File: config.mk
export PLATFORM = sky130hd
export DESIGN_NAME = hazard_stall_controller_flat
export DESIGN_NICKNAME = d
export VERILOG_FILES = /design/src/rtl/hazard_stall_controller_pkg.sv /design/src/rtl/hazard_stall_controller_if.sv /design/src/rtl/hazard_stall_controller_mc_latency_counter.sv /design/src/rtl/hazard_stall_controller.sv /design/src/flat_wrapper.sv
export SDC_FILE = /design/constraint.sdc
export NUM_CORES = 1
export LEC_CHECK = 0
export ABC_AREA = 1
export CAP_MARGIN = 15
export CORE_UTILIZATION = 41
export CTS_CLUSTER_DIAMETER = 80
export DETAILED_ROUTE_END_ITERATION = 8
export HOLD_SLACK_MARGIN = 0.1
export PLACE_DENSITY = 0.95
export SLEW_MARGIN = 20
export SYNTH_ARGS = -nofsm -noshare
export SYNTH_HDL_FRONTEND = slang
export SYNTH_SLANG_ARGS = --single-unit
File: constraint.sdc
create_clock -name clk -period 2.3 [get_ports clk]
set_input_delay 0.345 -clock clk [delete_from_list [all_inputs] [get_ports clk]]
set_output_delay 0.345 -clock clk [all_outputs]
set_load 0.02 [all_outputs]
File: src/rtl/hazard_stall_controller_pkg.sv
// hazard_stall_controller_pkg: shared cpu state encodings and register-file constants
package hazard_stall_controller_pkg;
  localparam int REG_ADDR_W = 5;
  localparam logic [REG_ADDR_W-1:0] ZERO_REG = '0;
  typedef enum logic [1:0] {
    RUN      = 2'b00,
    MC_BUSY  = 2'b01,
    MEM_WAIT = 2'b10
  } state_e;
endpackage

File: src/rtl/hazard_stall_controller_if.sv
// hazard_stall_controller_if: pipeline-side hazard inputs and stall/bubble/flush controls
interface hazard_stall_controller_if;
  import hazard_stall_controller_pkg::*;
  logic                  id_valid;
  logic [REG_ADDR_W-1:0] id_rA_address;
  logic [REG_ADDR_W-1:0] id_rB_address;
  logic                  id_uses_rA;
  logic                  id_uses_rB;
  logic [REG_ADDR_W-1:0] ex_rD_address;
  logic                  ex_is_load;
  logic                  ex_mc_start;
  logic                  mem_req;
  logic                  mem_ready;
  logic                  branch_taken;
  logic                  stall_pc;
  logic                  stall_if_id;
  logic                  bubble_id_ex;
  logic                  stall_id_ex;
  logic                  stall_ex_mem;
  logic                  flush_if_id;
  logic [1:0]            state_out;
  modport master (
    output id_valid, id_rA_address, id_rB_address, id_uses_rA, id_uses_rB,
           ex_rD_address, ex_is_load, ex_mc_start, mem_req, mem_ready, branch_taken,
    input  stall_pc, stall_if_id, bubble_id_ex, stall_id_ex, stall_ex_mem,
           flush_if_id, state_out
  );
  modport slave (
    input  id_valid, id_rA_address, id_rB_address, id_uses_rA, id_uses_rB,
           ex_rD_address, ex_is_load, ex_mc_start, mem_req, mem_ready, branch_taken,
    output stall_pc, stall_if_id, bubble_id_ex, stall_id_ex, stall_ex_mem,
           flush_if_id, state_out
  );
endinterface

File: src/rtl/hazard_stall_controller_mc_latency_counter.sv
// mc_latency_counter: loadable down-counter with zero flag, holds at zero
module mc_latency_counter #(
  parameter int CNT_W = 3
) (
  input  logic             clk,
  input  logic             rst_n,
  input  logic             load_i,
  input  logic             dec_i,
  input  logic [CNT_W-1:0] load_val_i,
  output logic [CNT_W-1:0] count_o,
  output logic             zero_o
);
  logic [CNT_W-1:0] count_q, count_d;
  assign zero_o  = count_q == '0;
  assign count_o = count_q;
  // load wins over decrement; decrement stops at zero
  always_comb count_d = load_i ? load_val_i : (dec_i && !zero_o) ? count_q - CNT_W'(1) : count_q;
  // count register
  always_ff @(posedge clk or negedge rst_n)
    if (!rst_n) count_q <= '0;
    else        count_q <= count_d;
endmodule

File: src/rtl/hazard_stall_controller.sv
// hazard_stall_controller: load-use / multi-cycle / memory-wait stall, bubble and flush control
// Optional HAZARD_PERF_CNT_EN adds saturating perf counters as extra outputs.
module hazard_stall_controller
  import hazard_stall_controller_pkg::*;
#(
  parameter int MC_LATENCY = 4,
  parameter int CNT_W      = 3
) (
  input logic clk,
  input logic rst_n,
  hazard_stall_controller_if.slave hz
`ifdef HAZARD_PERF_CNT_EN
  ,
  output logic [31:0] perf_lu_stalls,
  output logic [31:0] perf_mc_stalls,
  output logic [31:0] perf_mem_stalls
`endif
);
  localparam bit               MC_MULTI = MC_LATENCY > 1;
  localparam logic [CNT_W-1:0] MC_LOAD  = CNT_W'(MC_LATENCY - 1);
  state_e           state_q, state_d;
  logic [CNT_W-1:0] cnt;
  logic             cnt_zero, cnt_load, cnt_dec;
  logic             wait_c, mc_hold, lu_hazard, lu_hit;
  assign lu_hazard = hz.id_valid && hz.ex_is_load && hz.ex_rD_address != ZERO_REG &&
                     ((hz.id_uses_rA && hz.id_rA_address == hz.ex_rD_address) ||
                      (hz.id_uses_rB && hz.id_rB_address == hz.ex_rD_address));
  // a memory wait holds everything until the data side answers
  assign wait_c   = rst_n && ((hz.mem_req && !hz.mem_ready) || (state_q == MEM_WAIT && !hz.mem_ready));
  // a pending multi-cycle op keeps the front end frozen, including the MEM_WAIT exit cycle
  assign mc_hold  = !wait_c && (state_q == MC_BUSY || (state_q == MEM_WAIT && !cnt_zero));
  assign lu_hit   = rst_n && !wait_c && state_q == RUN && lu_hazard;
  assign cnt_load = !wait_c && state_q == RUN && hz.ex_mc_start && MC_MULTI;
  assign cnt_dec  = !wait_c && state_q == MC_BUSY;
  assign hz.stall_pc     = wait_c || mc_hold || lu_hit;
  assign hz.stall_if_id  = wait_c || mc_hold || lu_hit;
  assign hz.stall_id_ex  = wait_c || mc_hold;
  assign hz.stall_ex_mem = wait_c;
  assign hz.bubble_id_ex = lu_hit;
  assign hz.flush_if_id  = rst_n && hz.branch_taken && !(wait_c || mc_hold || lu_hit);
  assign hz.state_out    = state_q;
  mc_latency_counter #(.CNT_W(CNT_W)) u_mc_cnt (
    .clk       (clk),
    .rst_n     (rst_n),
    .load_i    (cnt_load),
    .dec_i     (cnt_dec),
    .load_val_i(MC_LOAD),
    .count_o   (cnt),
    .zero_o    (cnt_zero)
  );
  // next state: memory wait first, then multi-cycle countdown, then resume
  always_comb
    state_d = wait_c               ? MEM_WAIT :
              (state_q == RUN)     ? (cnt_load ? MC_BUSY : RUN) :
              (state_q == MC_BUSY) ? ((cnt <= CNT_W'(1)) ? RUN : MC_BUSY) :
                                     (cnt_zero ? RUN : MC_BUSY);
  // state register
  always_ff @(posedge clk or negedge rst_n)
    if (!rst_n) state_q <= RUN;
    else        state_q <= state_d;
`ifdef HAZARD_PERF_CNT_EN
  logic [31:0] perf_lu_q, perf_mc_q, perf_mem_q;
  // saturating event counters
  always_ff @(posedge clk or negedge rst_n)
    if (!rst_n) begin
      perf_lu_q  <= '0;
      perf_mc_q  <= '0;
      perf_mem_q <= '0;
    end else begin
      perf_lu_q  <= perf_lu_q  + 32'(hz.bubble_id_ex && perf_lu_q != '1);
      perf_mc_q  <= perf_mc_q  + 32'(state_q == MC_BUSY && perf_mc_q != '1);
      perf_mem_q <= perf_mem_q + 32'(hz.stall_ex_mem && perf_mem_q != '1);
    end
  assign perf_lu_stalls  = perf_lu_q;
  assign perf_mc_stalls  = perf_mc_q;
  assign perf_mem_stalls = perf_mem_q;
`endif
endmodule
File: src/flat_wrapper.sv
// flat-port wrapper written by rule: the top's interface ports become plain ports
module hazard_stall_controller_flat import hazard_stall_controller_pkg::*;
#(
  parameter int MC_LATENCY = 4,
  parameter int CNT_W      = 3
)
  (clk, rst_n, hz_id_valid, hz_id_rA_address, hz_id_rB_address, hz_id_uses_rA, hz_id_uses_rB, hz_ex_rD_address, hz_ex_is_load, hz_ex_mc_start, hz_mem_req, hz_mem_ready, hz_branch_taken, hz_stall_pc, hz_stall_if_id, hz_bubble_id_ex, hz_stall_id_ex, hz_stall_ex_mem, hz_flush_if_id, hz_state_out);
  hazard_stall_controller_if hz_i ();
  input logic clk;
  input logic rst_n;
  input wire logic [$bits(hz_i.id_valid)-1:0] hz_id_valid;
  input wire logic [$bits(hz_i.id_rA_address)-1:0] hz_id_rA_address;
  input wire logic [$bits(hz_i.id_rB_address)-1:0] hz_id_rB_address;
  input wire logic [$bits(hz_i.id_uses_rA)-1:0] hz_id_uses_rA;
  input wire logic [$bits(hz_i.id_uses_rB)-1:0] hz_id_uses_rB;
  input wire logic [$bits(hz_i.ex_rD_address)-1:0] hz_ex_rD_address;
  input wire logic [$bits(hz_i.ex_is_load)-1:0] hz_ex_is_load;
  input wire logic [$bits(hz_i.ex_mc_start)-1:0] hz_ex_mc_start;
  input wire logic [$bits(hz_i.mem_req)-1:0] hz_mem_req;
  input wire logic [$bits(hz_i.mem_ready)-1:0] hz_mem_ready;
  input wire logic [$bits(hz_i.branch_taken)-1:0] hz_branch_taken;
  output wire logic [$bits(hz_i.stall_pc)-1:0] hz_stall_pc;
  output wire logic [$bits(hz_i.stall_if_id)-1:0] hz_stall_if_id;
  output wire logic [$bits(hz_i.bubble_id_ex)-1:0] hz_bubble_id_ex;
  output wire logic [$bits(hz_i.stall_id_ex)-1:0] hz_stall_id_ex;
  output wire logic [$bits(hz_i.stall_ex_mem)-1:0] hz_stall_ex_mem;
  output wire logic [$bits(hz_i.flush_if_id)-1:0] hz_flush_if_id;
  output wire logic [$bits(hz_i.state_out)-1:0] hz_state_out;
  assign hz_i.id_valid = hz_id_valid;
  assign hz_i.id_rA_address = hz_id_rA_address;
  assign hz_i.id_rB_address = hz_id_rB_address;
  assign hz_i.id_uses_rA = hz_id_uses_rA;
  assign hz_i.id_uses_rB = hz_id_uses_rB;
  assign hz_i.ex_rD_address = hz_ex_rD_address;
  assign hz_i.ex_is_load = hz_ex_is_load;
  assign hz_i.ex_mc_start = hz_ex_mc_start;
  assign hz_i.mem_req = hz_mem_req;
  assign hz_i.mem_ready = hz_mem_ready;
  assign hz_i.branch_taken = hz_branch_taken;
  assign hz_stall_pc = hz_i.stall_pc;
  assign hz_stall_if_id = hz_i.stall_if_id;
  assign hz_bubble_id_ex = hz_i.bubble_id_ex;
  assign hz_stall_id_ex = hz_i.stall_id_ex;
  assign hz_stall_ex_mem = hz_i.stall_ex_mem;
  assign hz_flush_if_id = hz_i.flush_if_id;
  assign hz_state_out = hz_i.state_out;
  hazard_stall_controller #(.MC_LATENCY(MC_LATENCY), .CNT_W(CNT_W)) u_core (.clk(clk), .rst_n(rst_n), .hz(hz_i));
endmodule
==> impl_results.html, run 1 <==
<table>
<tr><th>Metric</th><th>Value</th></tr>
<tr><th colspan="2">Finish</th></tr>
<tr><td>Area grow syn2layout</td><td>64.8%</td></tr>
<tr><td>Commonest non-fill, non-tap cells in the layout</td><td>39 x sky130_fd_sc_hd__nand2_1, 27 x sky130_fd_sc_hd__clkdlybuf4s50_1, 21 x sky130_fd_sc_hd__inv_1</td></tr>
<tr><td># diodes</td><td>0</td></tr>
<tr><td>Share of cells above drive strength 1</td><td>15.0%</td></tr>
<tr><td>Post-route non-filler standard cell count</td><td>162</td></tr>
<tr><td>Total Nets Final</td><td>176</td></tr>
<tr><td>Leading cell type in the layout, fill and taps excluded</td><td>sky130_fd_sc_hd__nand2_1</td></tr>
<tr><td>FILL cells</td><td>104</td></tr>
<tr><th colspan="2">Setup path</th></tr>
<tr><td>Capture point of the worst reg-to-reg path</td><td>u_core.u_mc_cnt.count_o[2]$_DFFE_PN0P_</td></tr>
<tr><td>Crit Path Max Fanout</td><td>3</td></tr>
<tr><td>CP endpoint kind</td><td>primary output</td></tr>
<tr><td>Setup CP Type</td><td>primary input to primary output</td></tr>
<tr><td>Startpoint types</td><td>primary input</td></tr>
<tr><td>Internal reg-to-reg setup slack</td><td>1010 ps</td></tr>
<tr><td>Critical register-to-register path startpoint</td><td>u_core.hz.state_out[0]$_DFF_PN0_</td></tr>
<tr><td>Worst-case reg-to-reg path depth</td><td>9</td></tr>
<tr><td>Data arrival time of the critical path</td><td>1860 ps</td></tr>
<tr><td>Worst Path Required</td><td>1960 ps</td></tr>
<tr><th colspan="2">Detailed routing</th></tr>
<tr><td>Length of the first detailed-routing pass in iterations</td><td>4</td></tr>
<tr><td>Routed vias</td><td>739</td></tr>
<tr><td>Total wire length after detailed routing</td><td>1.62 mm</td></tr>
<tr><td>DRC violation total after the first TritonRoute iteration</td><td>16</td></tr>
<tr><td>Post-route antenna net violation count</td><td>0</td></tr>
<tr><td>Wire per inst</td><td>9.98 um</td></tr>
<tr><td>Via density</td><td>4.56</td></tr>
<tr><td>Drt drc</td><td>0</td></tr>
<tr><th colspan="2">Floorplanning</th></tr>
<tr><td>Area inside the core boundary</td><td>0.00133 mm2</td></tr>
<tr><td>Die footprint</td><td>0.00164 mm2</td></tr>
<tr><td>DIE WIDTH</td><td>40.5 um</td></tr>
<tr><td># IOs</td><td>33</td></tr>
<tr><td>Initial Utilization</td><td>45.6%</td></tr>
<tr><td>Height of the chip</td><td>40.5 um</td></tr>
<tr><td># rows</td><td>13</td></tr>
<tr><th colspan="2">Global routing</th></tr>
<tr><td>Global Route Usage Sum</td><td>21.2%</td></tr>
<tr><td>Number of antenna violations at the first check in global routing</td><td>0</td></tr>
<tr><td>Largest net degree at the start of global routing</td><td>6</td></tr>
<tr><td>Vias in the first global route</td><td>682</td></tr>
<tr><td>Overall overflow remaining after global route</td><td>0</td></tr>
<tr><td>Wire length of the first global-routing pass</td><td>2.39 mm</td></tr>
<tr><th colspan="2">Min path</th></tr>
<tr><td>Classification of the worst-slack hold path</td><td>primary input to asynchronous set/reset pin</td></tr>
<tr><th colspan="2">Clock network</th></tr>
<tr><td>Clock transition at the registers of the reported paths</td><td>50 ps</td></tr>
<tr><td>Maximum buffer depth of the clock tree</td><td>2</td></tr>
<tr><td>Clock tree root driver cell</td><td>sky130_fd_sc_hd__clkbuf_4</td></tr>
<tr><td>Post CTS Setup Buffer Count</td><td>0</td></tr>
<tr><td>Clock tree from TritonCTS</td><td>done</td></tr>
<tr><td>Clock latency of the later-clocked register in the worst-skew pair</td><td>240 ps</td></tr>
<tr><td># H-tree levels</td><td>1</td></tr>
<tr><td>Clock sinks</td><td>5</td></tr>
<tr><td>Total clock buffers created by CTS</td><td>3</td></tr>
<tr><th colspan="2">Timing</th></tr>
<tr><td># setup viols final</td><td>0</td></tr>
<tr><td>Setup repair after global routing missed its margin</td><td>false</td></tr>
<tr><td>Final worst-path cycle share</td><td>95.7%</td></tr>
<tr><td>Worst hold margin</td><td>416 ps</td></tr>
<tr><td>Slew Viols, Final</td><td>0</td></tr>
<tr><td>Maximum clock frequency</td><td>454 MHz</td></tr>
<tr><td>Number of hold-slack violations in the final timing report</td><td>0</td></tr>
<tr><td>Final critical delay including setup and external delays</td><td>2200 ps</td></tr>
<tr><td>Worst Tran Pin Value</td><td>234 ps</td></tr>
<tr><td>Final worst clock skew</td><td>0.960 ps</td></tr>
<tr><td>Max_slew headroom</td><td>84.4%</td></tr>
<tr><td>Final setup slack of the worst path</td><td>99.1 ps</td></tr>
<tr><th colspan="2">Synthesis</th></tr>
<tr><td>Flop and latch count out of synthesis</td><td>5</td></tr>
<tr><td>Cell accounting for the most synthesized area</td><td>sky130_fd_sc_hd__nand2_1</td></tr>
<tr><td>Cell area after synthesis</td><td>608 um2</td></tr>
<tr><td>Portion of the post-synthesis area used by sequential elements</td><td>20.6%</td></tr>
<tr><td>Number of distinct library cells after synthesis</td><td>18</td></tr>
<tr><td>Largest cells by area after synthesis</td><td>sky130_fd_sc_hd__nand2_1 24%, sky130_fd_sc_hd__dfrtp_1 21%, sky130_fd_sc_hd__inv_1 13%</td></tr>
<tr><td>Top cell type's share of synthesized area</td><td>24.1%</td></tr>
<tr><td>Avg Cell Area, Syn</td><td>5.68 um2</td></tr>
<tr><td>Post-synthesis net count</td><td>135</td></tr>
<tr><td>Synthesized instance count</td><td>107</td></tr>
<tr><td>Synthesis Warnings</td><td>0</td></tr>
<tr><th colspan="2">Placed design</th></tr>
<tr><td>Last weighted congestion value of the routability-driven placer</td><td>0.695</td></tr>
<tr><td>Worst slack after detailed placement</td><td>-154 ps</td></tr>
<tr><td>Number of instances in the placed design</td><td>158</td></tr>
<tr><td>Quantity of I/O buffers inserted on ports</td><td>32</td></tr>
<tr><td>DP Wirelength</td><td>1.37 mm</td></tr>
<tr><th colspan="2">Run</th></tr>
<tr><td>Number of max-cap violations</td><td>0</td></tr>
<tr><th colspan="2">Pwr</th></tr>
<tr><td>Static Leakage</td><td>0.582 nW</td></tr>
<tr><td>Worst IR Drop VDD</td><td>0.585 mV</td></tr>
<tr><td>P per Cell Area</td><td>691 mW/mm2</td></tr>
<tr><th colspan="2">Status</th></tr>
<tr><td>Result of the run</td><td>finished clean</td></tr>
</table>
worst max-delay path by stage:
stage / from / endpoint / slack, ps / cells past startpoint
floorplan: u_core.hz.state_out[0]$_DFF_PN0_ / hz_stall_pc / 620 / 8
global placement: hz_ex_rD_address[3] / hz_flush_if_id / -70 / 9
detailed placement: hz_ex_rD_address[4] / hz_stall_if_id / -150 / 10
CTS: u_core.u_mc_cnt.count_o[0]$_DFFE_PN0P_ / hz_stall_id_ex / 60 / 8
global route: hz_ex_rD_address[4] / hz_flush_if_id / 20 / 11
finish: hz_mem_req / hz_stall_ex_mem / 100 / 7
sequential cells by signal, summed over array words and instances (netlist names):
name,flops
u_core.hz.state_out,2
u_core.u_mc_cnt.count_o,3
cell type report:
class,instances,area (um2),share of cell area (%)
inverter,24,90.1,8.99
clock inverter,1,5.00,0.499
multi-input combinational,77,385,38.5
clock buffer,3,22.5,2.25
sequential,5,125,12.5
timing repair buffer,37,355,35.5
tap,15,18.8,1.87
logic make-up (layout without fill, tap and decap cells):
kind of cell | count (synthesis) | after routing | synth area share [%]
AO/OA/AOI/OAI | 5 | 5 | 7.20
XOR/XNOR | 1 | 1 | 1.44
adder cells (fa/ha/maj) | 3 | 3 | 6.17
buffers and inverters | 25 | 65 | 16.1
flip-flops | 5 | 5 | 20.6
AND/OR/NAND/NOR | 68 | 68 | 48.6
stage by stage:
step | setup TNS (ps) | area (um2) | utilization [%] | total power (W)
floorplan | 0 | 608 | - | 0.000441
finish | 0 | 1000 | 75.1 | 0.000693
detailed placement | -491 | 977 | 73.3 | 0.000609
CTS | 0 | 1000 | 75.0 | 0.000704
global route | 0 | 1000 | 75.1 | 0.000758
global placement | -231 | 977 | 73.3 | 0.000586
synthesized netlist by cell type (all sizes together):
cell,count
nor3,3
o211ai,1
ha,3
buf,1
xor2,1
o22ai,1
nand2,44
dfrtp,5
nor2,12
inv,24
nand3,8
nand4,1
a21oi,3
routing by layer:
| metal | wire, um | share of wire [%] | up-vias | track usage [%] |
|---|---|---|---|---|
| li1 | - | - | 402 | - |
| met1 | 671 | 42 | 313 | 21.8 |
| met2 | 861 | 53 | 24 | 43.3 |
| met3 | 83 | 5.1 | 0 | 0 |
| met4 | 0 | 0 | 0 | 9.17 |
| met5 | 0 | 0 | - | 0 |
timing repair:
action | CTS | global route
hold buffers | 0 | 0
resized for setup | 4 | 1
setup endpoints to repair | 4 | 1
where the power goes:
part	total, W	internal, W	switching (W)
combinational	0.000442	0.000191	0.000251
clock	0.000101	0.0000630	0.0000379
sequential	0.000149	0.000123	0.0000260
worst max-delay path, cell delays in order:
cell                              delay (ps)
sky130_fd_sc_hd__clkdlybuf4s50_1         450
sky130_fd_sc_hd__inv_1                    60
sky130_fd_sc_hd__a21oi_4                 150
sky130_fd_sc_hd__nand2_2                  70
sky130_fd_sc_hd__inv_2                    70
sky130_fd_sc_hd__buf_4                   110
sky130_fd_sc_hd__clkdlybuf4s50_1         600
(Power assumes the default switching activity.)
==> run 2: changes to the inputs <==
Settings changed: ABC_CLOCK_PERIOD_IN_PS from default to 2300, HOLD_SLACK_MARGIN 0.1 to 0.08, PLACE_DENSITY 0.95 to 0.94, SYNTH_HIERARCHICAL from default to 1.
==> impl_results.html, run 2 <==
<table>
<tr><th>Metric</th><th>Value</th></tr>
<tr><th colspan="2">Synthesis</th></tr>
<tr><td>Synthesized instance count</td><td>119</td></tr>
<tr><td>Xor and xnor area share after synthesis</td><td>0%</td></tr>
<tr><td>Synthesized-area fraction occupied by ao, oa, aoi and oai cells</td><td>5.06%</td></tr>
<tr><td>Number of distinct library cells after synthesis</td><td>17</td></tr>
<tr><td>Fraction of the mapped netlist area in adder cells</td><td>4.05%</td></tr>
<tr><td>Leading post-synthesis cells by instance count</td><td>46 x sky130_fd_sc_hd__nand2_1, 29 x sky130_fd_sc_hd__inv_1, 12 x sky130_fd_sc_hd__nor2_1, 8 x sky130_fd_sc_hd__nand3_1, 5 x sky130_fd_sc_hd__dfrtp_1</td></tr>
<tr><td>Cell accounting for the most synthesized area</td><td>sky130_fd_sc_hd__nand2_1</td></tr>
<tr><td>Avg Cell Area, Syn</td><td>5.19 um2</td></tr>
<tr><td>Post-synth EDFFs</td><td>0</td></tr>
<tr><td>Flop and latch count out of synthesis</td><td>5</td></tr>
<tr><td>Most common flop cell mapped by yosys</td><td>sky130_fd_sc_hd__dfrtp_1</td></tr>
<tr><td>Cell area after synthesis</td><td>618 um2</td></tr>
<tr><td>Dominant combinational cell family by area after synthesis</td><td>simple AND/OR/NAND/NOR gates</td></tr>
<tr><td>Simple logic cell fraction of the synthesized area</td><td>50.0%</td></tr>
<tr><td>Async SR Flop Fraction</td><td>100%</td></tr>
<tr><td>Multiplexer share of the synthesized area</td><td>0%</td></tr>
<tr><td>Synthesis Warnings</td><td>6</td></tr>
<tr><td>Cell with the most instances after synthesis</td><td>sky130_fd_sc_hd__nand2_1</td></tr>
<tr><td>Portion of the post-synthesis area used by sequential elements</td><td>20.2%</td></tr>
<tr><td>Largest cells by area after synthesis</td><td>sky130_fd_sc_hd__nand2_1 28%, sky130_fd_sc_hd__dfrtp_1 20%, sky130_fd_sc_hd__inv_1 18%</td></tr>
<tr><td>Top cell type's share of synthesized area</td><td>27.9%</td></tr>
<tr><th colspan="2">Global routing</th></tr>
<tr><td>Wire length of the first global-routing pass</td><td>2.53 mm</td></tr>
<tr><td>Largest net degree at the start of global routing</td><td>8</td></tr>
<tr><td>Global Route Usage Sum</td><td>22.5%</td></tr>
<tr><td>Overall overflow remaining after global route</td><td>0</td></tr>
<tr><td>Vias in the first global route</td><td>681</td></tr>
<tr><td>Number of antenna violations at the first check in global routing</td><td>0</td></tr>
<tr><th colspan="2">Setup path</th></tr>
<tr><td>Worst setup path end</td><td>hz_stall_ex_mem</td></tr>
<tr><td>CP endpoint kind</td><td>primary output</td></tr>
<tr><td>Setup CP Type</td><td>primary input to primary output</td></tr>
<tr><td>Crit-path slowest cell</td><td>sky130_fd_sc_hd__clkdlybuf4s50_1</td></tr>
<tr><td>Capture point of the worst reg-to-reg path</td><td>u_core/u_mc_cnt/count_o[1]$_DFFE_PN0P_</td></tr>
<tr><td>Largest stage delay, worst path</td><td>610 ps</td></tr>
<tr><td>Critical register-to-register path startpoint</td><td>u_core/hz.state_out[0]$_DFF_PN0_</td></tr>
<tr><td>Cell breakdown of the critical path</td><td>clkdlybuf4s50_1, inv_1, a21oi_2, nand2_1, inv_1, clkdlybuf4s50_1</td></tr>
<tr><td>Data arrival time of the critical path</td><td>1840 ps</td></tr>
<tr><td>Worst-case reg-to-reg path depth</td><td>10</td></tr>
<tr><td>Internal reg-to-reg setup slack</td><td>800 ps</td></tr>
<tr><td>CP startpoint</td><td>hz_mem_req</td></tr>
<tr><td>Crit Path Max Fanout</td><td>4</td></tr>
<tr><td>Worst Path Required</td><td>1960 ps</td></tr>
<tr><td>Startpoint types</td><td>primary input</td></tr>
<tr><th colspan="2">Finish</th></tr>
<tr><td>Leading cell type in the layout, fill and taps excluded</td><td>sky130_fd_sc_hd__nand2_1</td></tr>
<tr><td>Share of cells above drive strength 1</td><td>8.86%</td></tr>
<tr><td>Final Util</td><td>74.2%</td></tr>
<tr><td># diodes</td><td>0</td></tr>
<tr><td>Largest register FFs</td><td>3</td></tr>
<tr><td>FILL cells</td><td>108</td></tr>
<tr><td>Commonest non-fill, non-tap cells in the layout</td><td>46 x sky130_fd_sc_hd__nand2_1, 29 x sky130_fd_sc_hd__inv_1, 27 x sky130_fd_sc_hd__clkdlybuf4s50_1</td></tr>
<tr><td>Area grow syn2layout</td><td>62.1%</td></tr>
<tr><td>Total Nets Final</td><td>186</td></tr>
<tr><td>Cell area after layout</td><td>0.00100 mm2</td></tr>
<tr><th colspan="2">Timing</th></tr>
<tr><td>Number of hold-slack violations in the final timing report</td><td>0</td></tr>
<tr><td>Final setup slack of the worst path</td><td>111 ps</td></tr>
<tr><td>Final critical delay including setup and external delays</td><td>2190 ps</td></tr>
<tr><td>Final worst clock skew</td><td>2.23 ps</td></tr>
<tr><td>Slew Viols, Final</td><td>0</td></tr>
<tr><td># setup viols final</td><td>0</td></tr>
<tr><td>Maximum clock frequency</td><td>457 MHz</td></tr>
<tr><td>Worst hold margin</td><td>497 ps</td></tr>
<tr><td>Setup repair after global routing missed its margin</td><td>false</td></tr>
<tr><td>Final worst-path cycle share</td><td>95.2%</td></tr>
<tr><th colspan="2">Pwr</th></tr>
<tr><td>P per Cell Area</td><td>695 mW/mm2</td></tr>
<tr><td>Worst IR Drop VDD</td><td>0.537 mV</td></tr>
<tr><td>Overall power after layout</td><td>0.000697 W</td></tr>
<tr><td>Static Leakage</td><td>0.601 nW</td></tr>
<tr><th colspan="2">Clock network</th></tr>
<tr><td>Maximum buffer depth of the clock tree</td><td>2</td></tr>
<tr><td>Clock sinks</td><td>5</td></tr>
<tr><td>Total clock buffers created by CTS</td><td>3</td></tr>
<tr><td>Clock latency of the later-clocked register in the worst-skew pair</td><td>240 ps</td></tr>
<tr><td>Clock transition at the registers of the reported paths</td><td>40 ps</td></tr>
<tr><td>Clock tree root driver cell</td><td>sky130_fd_sc_hd__clkbuf_4</td></tr>
<tr><td>Clock tree from TritonCTS</td><td>done</td></tr>
<tr><td># H-tree levels</td><td>1</td></tr>
<tr><td>Post CTS Setup Buffer Count</td><td>0</td></tr>
<tr><th colspan="2">Floorplanning</th></tr>
<tr><td># rows</td><td>13</td></tr>
<tr><td>Die footprint</td><td>0.00167 mm2</td></tr>
<tr><td>DIE WIDTH</td><td>40.8 um</td></tr>
<tr><td># IOs</td><td>33</td></tr>
<tr><td>Initial Utilization</td><td>45.8%</td></tr>
<tr><td>Height of the chip</td><td>40.8 um</td></tr>
<tr><td>Area inside the core boundary</td><td>0.00135 mm2</td></tr>
<tr><th colspan="2">Min path</th></tr>
<tr><td>Classification of the worst-slack hold path</td><td>primary input to asynchronous set/reset pin</td></tr>
<tr><th colspan="2">Run</th></tr>
<tr><td>Number of max-cap violations</td><td>0</td></tr>
<tr><th colspan="2">Detailed routing</th></tr>
<tr><td>DRC violation total after the first TritonRoute iteration</td><td>24</td></tr>
<tr><td>Via density</td><td>4.48</td></tr>
<tr><td>Post-route antenna net violation count</td><td>0</td></tr>
<tr><td>Routed vias</td><td>775</td></tr>
<tr><td>Length of the first detailed-routing pass in iterations</td><td>4</td></tr>
<tr><td>Total wire length after detailed routing</td><td>1.60 mm</td></tr>
<tr><td>Drt drc</td><td>0</td></tr>
<tr><td>Wire per inst</td><td>9.24 um</td></tr>
<tr><th colspan="2">Placed design</th></tr>
<tr><td>Quantity of I/O buffers inserted on ports</td><td>32</td></tr>
<tr><td>Placed inst area</td><td>976 um2</td></tr>
<tr><td>Last weighted congestion value of the routability-driven placer</td><td>0.819</td></tr>
<tr><td>Worst slack after detailed placement</td><td>-114 ps</td></tr>
<tr><td>DP Wirelength</td><td>1.35 mm</td></tr>
<tr><th colspan="2">Status</th></tr>
<tr><td>Result of the run</td><td>finished clean</td></tr>
</table>
run 2: power by group:
| group | internal, W | switching (W) |
|---|---|---|
| Combinational | 0.000189 | 0.000258 |
| Clock | 0.0000628 | 0.0000359 |
| Sequential | 0.000126 | 0.0000245 |
run 2: cells by family (layout without fill, tap and decap cells):
group	Yosys count	count (layout)
buf+inv	31	69
compound gates	5	5
flops	5	5
other cells	2	3
simple gates	74	74
fa+ha+maj	2	2
run 2: area by class of cell:
class / instances / area [um2] / area share (%)
well taps: 15 / 18.8 / 1.87
inverters: 30 / 113 / 11.2
clock buffers: 3 / 22.5 / 2.25
multi-input cells: 84 / 377 / 37.6
flip-flops and latches: 5 / 125 / 12.5
repair buffers: 35 / 342 / 34.1
clock inverters: 1 / 5.00 / 0.499
run 2: metrics by stage:
stage                     TNS, ps  std cells
after floorplan                 0        120
after global placement       -235        169
after detailed placement     -372        169
after CTS                       0        173
after global routing            0        173
final                           0        173
run 2: worst max-delay path, delay by kind of cell:
family	cells	cell delay (ps)
compound gates	1	140
simple gates	1	130
buf+inv	4	1230
run 2: layer usage:
metal | global-route usage [%] | share of wire [%] | vias to the layer above
met2 | 47.7 | 53 | 21
met5 | 0 | 0 | -
li1 | - | - | 422
met3 | 0 | 5.1 | 0
met4 | 10.0 | 0 | 0
met1 | 21.7 | 42 | 332
run 2: how the worst min path moves through the flow:
stage,start,end,slack (ps),depth (start not counted)
after detailed placement,u_core/u_mc_cnt/count_o[2]$_DFFE_PN0P_,u_core/u_mc_cnt/count_o[2]$_DFFE_PN0P_,520,2
after global placement,u_core/u_mc_cnt/count_o[2]$_DFFE_PN0P_,u_core/u_mc_cnt/count_o[2]$_DFFE_PN0P_,530,2
after CTS,rst_n,u_core/hz.state_out[1]$_DFF_PN0_,500,2
final,rst_n,u_core/hz.state_out[1]$_DFF_PN0_,500,2
after global routing,rst_n,u_core/hz.state_out[0]$_DFF_PN0_,520,2
after floorplan,rst_n,u_core/hz.state_out[0]$_DFF_PN0_,50,0
run 2: repair_timing:
item,in CTS,in global routing
pin swaps,0,0
gates resized for setup,4,2
hold buffers,0,0
setup endpoints to repair,4,2
gates cloned,0,0
==> run 3: changes to the inputs <==
Settings changed: CTS_CLUSTER_DIAMETER 80 to 50.
==> results of run 3 <==
No change in the layout: final DEF, timing and power equal those of run 2.
==> RTL change (config.mk and constraints of run 1) <==
`CNT_W` is set to 3 in 3 places; all go to 6.
--- a/src/rtl/hazard_stall_controller_mc_latency_counter.sv
+++ b/src/rtl/hazard_stall_controller_mc_latency_counter.sv
@@ -1,5 +1,5 @@
 // mc_latency_counter: loadable down-counter with zero flag, holds at zero
 module mc_latency_counter #(
-  parameter int CNT_W = 3
+  parameter int CNT_W = 6
 ) (
   input  logic             clk,
--- a/src/rtl/hazard_stall_controller.sv
+++ b/src/rtl/hazard_stall_controller.sv
@@ -5,5 +5,5 @@
 #(
   parameter int MC_LATENCY = 4,
-  parameter int CNT_W      = 3
+  parameter int CNT_W      = 6
 ) (
   input logic clk,
--- a/src/flat_wrapper.sv
+++ b/src/flat_wrapper.sv
@@ -3,5 +3,5 @@
 #(
   parameter int MC_LATENCY = 4,
-  parameter int CNT_W      = 3
+  parameter int CNT_W      = 6
 )
   (clk, rst_n, hz_id_valid, hz_id_rA_address, hz_id_rB_address, hz_id_uses_rA, hz_id_uses_rB, hz_ex_rD_address, hz_ex_is_load, hz_ex_mc_start, hz_mem_req, hz_mem_ready, hz_branch_taken, hz_stall_pc, hz_stall_if_id, hz_bubble_id_ex, hz_stall_id_ex, hz_stall_ex_mem, hz_flush_if_id, hz_state_out);
Behaviour: same outputs for any inputs over 10 cycles, from zero or initial values and one cycle with rst_n low; that may be too few to reach the edited logic, so the function may still have changed.
==> RTL change against run 1 <==
- final area up 24%
- power is 46% higher
- die area increased by 36%
- routed wire length rose by 38%
- area after synthesis rose by 38%
- via count increased by 24%
- worst setup slack better by 0.0085 ns
- non-clock buffer count fell by 1
- sequential cell count increased by 3
- count of clock-buffer cells in the layout stayed put
- first-iteration DRC count grew 25%
- critical path type unchanged
==> RTL change: results (changes against run 1) <==
.. list-table::
   :header-rows: 1

   * - Metric
     - Value
   * - Result of the run
     - finished clean
   * - Highest metal layer with signal wires
     - met4
   * - Finished Layout Cells
     - 196 (+21%)
   * - Worst hold-check slack
     - 0.522 ns (+0.107 ns)
   * - All-layer global routing usage
     - 22.1% (+0.98 points)
   * - Proportion of layout cells with a drive suffix above 1
     - 18.3% (+3.4 points)
   * - Power density over the cells
     - 814 nW/um^2 (+18%)
   * - Worst skew pair latency
     - 0.26 ns (+0.02 ns)
   * - Detailed-route via count
     - 917 (+24%)
   * - Setup slack of the worst register-to-register path
     - 0.90 ns (-0.11 ns)
   * - Leading post-synthesis cells by cell area
     - dfrtp_1 (24%), nand2_1 (17%), inv_1 (9.4%)
   * - Routed wire per std cell
     - 11.4 um (+14%)
   * - Seq/Total Area, Yosys
     - 23.8% (+3.2 points)
   * - Final Net Count
     - 198 (+13%)
   * - Grt met1 use
     - 24.9% (+3.1 points)
   * - Crit Reg-Reg Startpoint
     - u_core.hz.state_out[1]
   * - CTS resizes
     - 5 (+1)
   * - Largest net degree at the start of global routing
     - 9 (+3)
   * - Global routing met3 resource utilization
     - 2.31% (+2.3 points)
   * - Max-Slew Margin vs Limit
     - 83.7% (-0.67 points)
   * - Sequential group share of total power
     - 24.0% (+2.4 points)
   * - Post-route clock period utilization
     - 95.3% (-0.37 points)
   * - Detail Route met3 WL
     - 98 um (+18%)
   * - # placed instances
     - 193 (+22%)
   * - Pre-CTS WS
     - -0.141 ns (+0.0131 ns)
   * - Number of cell instances on the worst register-to-register path
     - 9 (unchanged)
   * - Wire length of the first global-routing pass
     - 3.46 mm (+45%)
   * - Initial DRC Count
     - 20 (+4)
   * - Met2 layer usage reported by global route
     - 41.9% (-1.3 points)
   * - Final worst clock skew
     - 0.0104 ns (+0.00946 ns)
   * - Library cells used by synthesis
     - 23 (+5)
   * - Vias in the first global route
     - 901 (+32%)
   * - CP startpoint
     - rst_n
   * - Final-layout fill cell count
     - 172 (+65%)
   * - Worst flop-to-flop path endpoint
     - u_core.u_mc_cnt.count_o[3]
   * - Switch Pwr
     - 0.479 mW (+52%)
   * - Length of routed wiring on met1
     - 935 um (+39%)
   * - Met2 wirelength from detailed routing
     - 1.19 mm (+38%)
   * - Synthesized area per cell
     - 6.43 sq um (+13%)
   * - Cell area after placement
     - 1220 sq um (+25%)
   * - Peak supply drop
     - 0.569 mV (-2.7%)
   * - Number of nets in the synthesized netlist
     - 158 (+17%)
   * - Leakage power
     - 0.696 nW (+20%)
   * - Final HPWL DP
     - 1.90 mm (+39%)
   * - Clock network power
     - 0.114 mW (+13%)
   * - Max reg flops
     - 6 (+3)
==> RTL change: kinds of logic after synthesis <==
kind of cell	count (synthesis)	share of synthesized area (%)
fa+ha+maj	2	2.97
flops	8	23.8
simple gates	80	49.3
xor+xnor	4	4.16
buf+inv	30	14.0
compound gates	7	5.80
==> RTL change: final cells by class <==
| class | count | area (sq um) | area share (%) |
|---|---|---|---|
| Multi-Input combinational cell | 93 | 527 | 42.4 |
| Tap cell | 27 | 33.8 | 2.72 |
| Inverter | 29 | 110 | 8.85 |
| Clock buffer | 3 | 22.5 | 1.81 |
| Timing Repair Buffer | 36 | 350 | 28.2 |
| Sequential cell | 8 | 200 | 16.1 |
==> RTL change: worst reg2reg max path: stages (launching register included) <==
cell	delay, ns
dfrtp_1	0.41
inv_2	0.11
o21ai_4	0.07
nand3_4	0.07
buf_4	0.15
inv_2	0.04
buf_4	0.14
nor2_4	0.13
nand3b_1	0.11
o21ai_1	0.10
